--- src/rtl/pc_pkg.sv ---
// Shared program-counter path definitions: address width, stack depth and
// the stack operation encoding used by the call stack and PC-op decoder.
package pc_pkg;

  localparam int unsigned PC_W      = 12;
  localparam int unsigned STK_DEPTH = 16;

  typedef logic [PC_W-1:0] pc_t;

  typedef enum logic [1:0] {
    STK_NOP  = 2'd0,
    STK_PUSH = 2'd1,
    STK_POP  = 2'd2,
    STK_REPL = 2'd3
  } stk_op_e;

  // Raw decode of the push/pop strobes; empty/full qualification is left to the user.
  function automatic stk_op_e stk_decode(input logic push, input logic pop);
    stk_op_e op;
    case ({push, pop})
      2'b10:   op = STK_PUSH;
      2'b01:   op = STK_POP;
      2'b11:   op = STK_REPL;
      default: op = STK_NOP;
    endcase
    return op;
  endfunction

endpackage

--- src/rtl/call_stack_mem.sv ---
// DEPTH x W register file: one synchronous write port, one asynchronous read port.
// Contents are deliberately not reset.
module call_stack_mem #(
  parameter int unsigned W     = 12,
  parameter int unsigned DEPTH = 16,
  parameter int unsigned AW    = $clog2(DEPTH)
) (
  input  logic          clk_i,
  input  logic          we_i,
  input  logic [AW-1:0] waddr_i,
  input  logic [W-1:0]  wdata_i,
  input  logic [AW-1:0] raddr_i,
  output logic [W-1:0]  rdata_o
);

  logic [W-1:0] mem [DEPTH];

  always_ff @(posedge clk_i) begin
    if (we_i) begin
      mem[waddr_i] <= wdata_i;
    end
  end

  assign rdata_o = mem[raddr_i];

endmodule

--- src/rtl/call_stack.sv ---
// LIFO return-address stack feeding the next-PC stk_i input, with sticky
// overflow/underflow flags. Define CALL_STACK_FLAGS_EN to also save zero/carry per entry.
module call_stack
  import pc_pkg::*;
#(
  parameter int unsigned PC_W  = pc_pkg::PC_W,
  parameter int unsigned DEPTH = pc_pkg::STK_DEPTH
) (
  input  logic                       clk_i,
  input  logic                       rst_i,
  input  logic                       push_i,
  input  logic                       pop_i,
  input  logic [PC_W-1:0]            push_data_i,
`ifdef CALL_STACK_FLAGS_EN
  input  logic                       zero_i,
  input  logic                       carry_i,
  output logic                       zero_o,
  output logic                       carry_o,
`endif
  output logic [PC_W-1:0]            stk_o,
  output logic                       empty_o,
  output logic                       full_o,
  output logic [$clog2(DEPTH+1)-1:0] depth_o,
  output logic                       overflow_o,
  output logic                       underflow_o
);

  localparam int unsigned SP_W = $clog2(DEPTH + 1);
  localparam int unsigned AW   = $clog2(DEPTH);
`ifdef CALL_STACK_FLAGS_EN
  localparam int unsigned ENT_W = PC_W + 2;
`else
  localparam int unsigned ENT_W = PC_W;
`endif

  logic [SP_W-1:0]  sp_q, sp_d;
  logic             ovf_q, ovf_d;
  logic             unf_q, unf_d;
  logic             empty, full;
  logic             we;
  logic [AW-1:0]    waddr;
  logic [AW-1:0]    raddr;
  logic [ENT_W-1:0] wdata;
  logic [ENT_W-1:0] rdata;
  stk_op_e          op;

  assign empty = (sp_q == '0);
  assign full  = (sp_q == SP_W'(DEPTH));
  assign op    = stk_decode(push_i, pop_i);

`ifdef CALL_STACK_FLAGS_EN
  assign wdata = {zero_i, carry_i, push_data_i};
`else
  assign wdata = push_data_i;
`endif

  // Pointer/flag next state and write-port control; reset discards the op.
  always_comb begin
    sp_d  = sp_q;
    ovf_d = ovf_q;
    unf_d = unf_q;
    we    = 1'b0;
    waddr = AW'(sp_q);
    case (op)
      STK_PUSH: begin
        if (full) begin
          ovf_d = 1'b1;
        end else begin
          we    = 1'b1;
          waddr = AW'(sp_q);
          sp_d  = sp_q + SP_W'(1);
        end
      end
      STK_POP: begin
        if (empty) begin
          unf_d = 1'b1;
        end else begin
          sp_d = sp_q - SP_W'(1);
        end
      end
      STK_REPL: begin
        // Empty stack: behaves as a plain push (DEPTH >= 2, so never full here).
        we = 1'b1;
        if (empty) begin
          waddr = '0;
          sp_d  = SP_W'(1);
        end else begin
          waddr = AW'(sp_q - SP_W'(1));
        end
      end
      default: begin
        sp_d = sp_q;
      end
    endcase
    if (rst_i) begin
      we = 1'b0;
    end
  end

  always_ff @(posedge clk_i) begin
    if (rst_i) begin
      sp_q  <= '0;
      ovf_q <= 1'b0;
      unf_q <= 1'b0;
    end else begin
      sp_q  <= sp_d;
      ovf_q <= ovf_d;
      unf_q <= unf_d;
    end
  end

  assign raddr = AW'(sp_q - SP_W'(1));

  call_stack_mem #(
    .W     (ENT_W),
    .DEPTH (DEPTH),
    .AW    (AW)
  ) u_mem (
    .clk_i   (clk_i),
    .we_i    (we),
    .waddr_i (waddr),
    .wdata_i (wdata),
    .raddr_i (raddr),
    .rdata_o (rdata)
  );

  assign stk_o       = empty ? '0 : rdata[PC_W-1:0];
  assign empty_o     = empty;
  assign full_o      = full;
  assign depth_o     = sp_q;
  assign overflow_o  = ovf_q;
  assign underflow_o = unf_q;

`ifdef CALL_STACK_FLAGS_EN
  assign zero_o  = empty ? 1'b0 : rdata[PC_W+1];
  assign carry_o = empty ? 1'b0 : rdata[PC_W];
`endif

endmodule

--- config.mk ---
export PLATFORM = sky130hd
export DESIGN_NAME = call_stack
export DESIGN_NICKNAME = d
export VERILOG_FILES = /design/src/rtl/pc_pkg.sv /design/src/rtl/call_stack_mem.sv /design/src/rtl/call_stack.sv
export SDC_FILE = /design/constraint.sdc
export NUM_CORES = 1
export LEC_CHECK = 0
export BUFFER_PORTS_ARGS = -buffer_cell sky130_fd_sc_hd__clkbuf_2
export CAP_MARGIN = 25
export CORE_UTILIZATION = 65
export CTS_CLUSTER_SIZE = 24
export DETAILED_ROUTE_END_ITERATION = 8
export GPL_TIMING_DRIVEN = 0
export PLACE_DENSITY = 0.84
export REMOVE_ABC_BUFFERS = 1
export SLEW_MARGIN = 25
export SYNTH_ARGS = -nofsm -noshare
export SYNTH_HDL_FRONTEND = slang
export SYNTH_SLANG_ARGS = --single-unit
--- constraint.sdc ---
create_clock -name clk_i -period 5.1 [get_ports clk_i]
set_input_delay 0.255 -clock clk_i [delete_from_list [all_inputs] [get_ports clk_i]]
set_output_delay 0.255 -clock clk_i [all_outputs]
set_load 0.02 [all_outputs]
==> summary.md <==
| Metric | Value |
|---|---|
| Ys async rst share | `0%` |
| Syn Inst Count | `403` |
| Sequential share of power | `46.5%` |
| Max-cap violations | `0` |
| Hold path start | `rst_i` |
| Setup Crit Path Kind | `reg -> reg` |
| Cell repeated most along the worst path | `buf_4` |
| WL final | `16,000 um` |
| Area leader, netlist | `edfxtp_1` |
| Total GRT Usage | `26.9%` |
| Hold Path Stages | `2` |
| Port buffer count | `36` |
| Max_slew headroom | `34.1%` |
| Cell-internal power | `2900 uW` |
| Number of DRC markers in iteration 0 | `322` |
| Power Dens Cells | `436 nW/um^2` |
| Avg Inst Size Synth | `20.0 um^2` |
| Pin count of the biggest net entering global routing | `37` |
| Post-CTS Setup Bufs | `0` |
| Die width | `113 um` |
| Clock sink total | `199` |
| Clock buffer depth | `2` |
| CTS buffer count | `17` |
| Post-synth EDFFs | `192` |
| Final ANT Viol Nets | `0` |
| Skew final | `0.00822 ns` |
| Area fraction of the dominant cell type after synthesis | `71.7%` |
| Die Span Y | `113 um` |
| HP Class | `in -> reg` |
| Hold-fix buffers, CTS | `0` |
| Main synth FF type | `edfxtp_1` |
| CTS tree | `yes` |
| Share of post-route cells with drive strength above 1 | `34.8%` |
| P&R area growth vs syn | `14.4%` |
| Sequential area share after synthesis | `73.4%` |
| WL met2 | `8060 um` |
| R2R cell count | `9` |
| Top routing layer used | `met4` |
| Skew-Pair Late Insertion Delay | `0.43 ns` |
| # IOs | `37` |
| Setup violations, final | `0` |
| Core Util, Final | `76.3%` |
| R2R Path Start | `depth_o[0]$_SDFFE_PP0P_` |
| DP Worst Slack | `1.44 ns` |
| Slowest-stage cell, CP | `nor3_2` |
| Final Cell Area | `9200 um^2` |
| H-Tree Depth | `4` |
| Gpl congestion | `0.842` |
| Critical Path, Cell by Cell | `buf_12, inv_1, ha_4, nor3b_2, a311oi_1, nand3_1, nor3_2, buf_4, buf_4` |
| Vias in the first global route | `4,046` |
| Clock Root Buffer | `clkbuf_16` |
| Hpwl dp | `10,100 um` |
| Switching part of the total power | `27.7%` |
| Ys Warns | `0` |
| # nets final | `476` |
| CTS resizes | `0` |
| Reg2Reg Setup Slack | `1.43 ns` |
| CP Max Fanout | `24` |
| Drt pass-1 iters | `4` |
| CP arrival | `3.81 ns` |
| Max incr delay on CP | `0.64 ns` |
| Initial Util | `66.7%` |
| Worst-Margin Slew | `0.988 ns` |
| Area contributors post-synth | `edfxtp_1, mux4_2, mux2i_1` |
| Routed len/inst | `25.2 um` |
| DP Area | `8650 um^2` |
| Die ar. | `12,800 um^2` |
| Status | `finished, final reports clean` |
| Remaining DRCs | `0` |
| Maximum vdd drop | `0.297 mV` |
| M1 wire length | `6190 um` |
| Sw Pwr | `1110 uW` |
| Final period util | `71.9%` |
| DR vias | `4,118` |
| Max Slew Vio Count | `0` |
| Final worst slack | `1.43 ns` |
| RSZ-0062 raised after global routing | `no` |
| Rows | `40` |
| Synth Cell Area | `8050 um^2` |
| Global-route congestion overflow total | `0` |
| #FFs+latches synth | `199` |
| Post-synth cell types | `44` |
| Final min period | `3.67 ns` |
| Leak | `0.00298 uW` |
| Detail Route met3 WL | `1250 um` |
| Element type at the critical path end | `flip-flop` |
| Detail-routed via count per cell | `6.47` |
| Ant diodes | `0` |
| Start point of the critical path | `depth_o[0]$_SDFFE_PP0P_` |
| Final hold vios | `0` |
| CP Launch Type | `flip-flop` |
| Comb power frac | `22.4%` |
| Initial antenna violation count | `0` |
| Filler cells | `634` |
| F_max | `0.273 GHz` |
| Core ar. | `12,100 um^2` |
| First-pass GRT wire length | `23,700 um` |
| Clk network pwr share | `31.2%` |
| Clk slew on worst S/H paths | `0.07 ns` |
| Worst endpoint required time | `5.24 ns` |
## area by class of cell
cell class                 count  area, um^2  area share [%]
clock buffer                  18         429            4.66
clock inverter                12         123            1.33
inverter                       7        31.3           0.340
multi-input combinational    172        2040            22.1
sequential                   199        5910            64.2
tap                          168         210            2.28
timing repair buffer          60         463            5.03
## cells by family (layout without fill, tap and decap cells)
group | after synthesis | in the layout | share of synthesized area [%]
xor+xnor | 2 | 2 | 0.218
mux | 74 | 74 | 16.7
simple gates | 53 | 53 | 3.59
buf+inv | 32 | 97 | 2.18
flops | 199 | 199 | 73.4
compound gates | 40 | 40 | 3.47
fa+ha+maj | 3 | 3 | 0.467
## power groups by stage
stage               logic (uW)  registers (uW)  clock network [uW]
detailed placement         898            1900                   0
CTS                        903            1860                1260
finish                     898            1860                1250
global route               952            1870                1330
global placement           818            1930                   0
floorplan                  589            1920                   0
## placed cells by master (no fill, tap or decap), types with 3 or more instances in the layout
cell type   instances
buf_4              12
o22ai_1            13
mux4_2             48
clkbuf_16          17
nor2_2              8
a31oi_1             5
inv_6               3
o21ai_0             3
nand2_1             6
edfxtp_1          192
nor3_1              4
a21oi_1             4
clkbuf_2           36
inv_1               6
clkinv_4            3
nor2_1              4
buf_8               4
dfxtp_1             6
mux2i_1            26
nor3_2              8
clkinvlp_4          5
buf_6               4
nand3_1             5
a211oi_1            4
buf_12              3
## per-stage QoR
stage          total power [uW]  setup TNS (ns)  hold slack, ns  instances
2_1_floorplan              2510         -135.07           0.324        378
3_3_place_gp               2750         -582.36           0.450        582
3_5_place_dp               2800               0           0.470        606
4_1_cts                    4030               0           0.115        636
5_1_grt                    4150               0           0.138        636
6_report                   4010               0           0.128        636
## Yosys cell counts (2+ instances only)
cell type  number
edfxtp_1      192
nand3_1         5
o21ai_0         3
nor3_1         12
a211o_1         2
a31oi_1         5
and2_1          3
clkbuf_1       11
nor4_1          2
dfxtp_1         7
o22ai_1        13
nand2_1         6
mux2i_1        26
a211oi_1        4
buf_6           5
nor2b_1         2
buf_2           7
mux4_2         48
nor2_1         12
inv_1           6
nand2b_1        2
xor2_1          2
o32ai_1         2
ha_1            3
a21oi_1         4
## per-layer routing
| layer | up-vias | track usage, % |
|---|---|---|
| li1 | 1788 | - |
| met1 | 2072 | 37.1 |
| met2 | 223 | 42.5 |
| met3 | 35 | 5.09 |
| met4 | 0 | 12.7 |
| met5 | - | 0 |
## worst max-delay path, delay by kind of cell, from the launching register on
family / cells / cell delay (ns)
simple gates: 3 / 1.16
compound gates: 1 / 0.55
fa+ha+maj: 1 / 0.19
buf+inv: 4 / 0.86
flops: 1 / 0.60
## worst paths after layout
path,endpoint
setup reg to reg,u_mem.mem[2][10]$_DFFE_PP_
hold / removal,depth_o[2]$_SDFFE_PP0P_
setup / recovery,u_mem.mem[2][10]$_DFFE_PP_
hold reg to reg,overflow_o$_SDFFE_PP0P_
## sequential cells by signal (all words and copies together), names as in the netlist
| name | count |
|---|---|
| u_mem.mem | 192 |
| depth_o | 5 |
| overflow_o | 1 |
| underflow_o | 1 |
(Power assumes the default switching activity.)
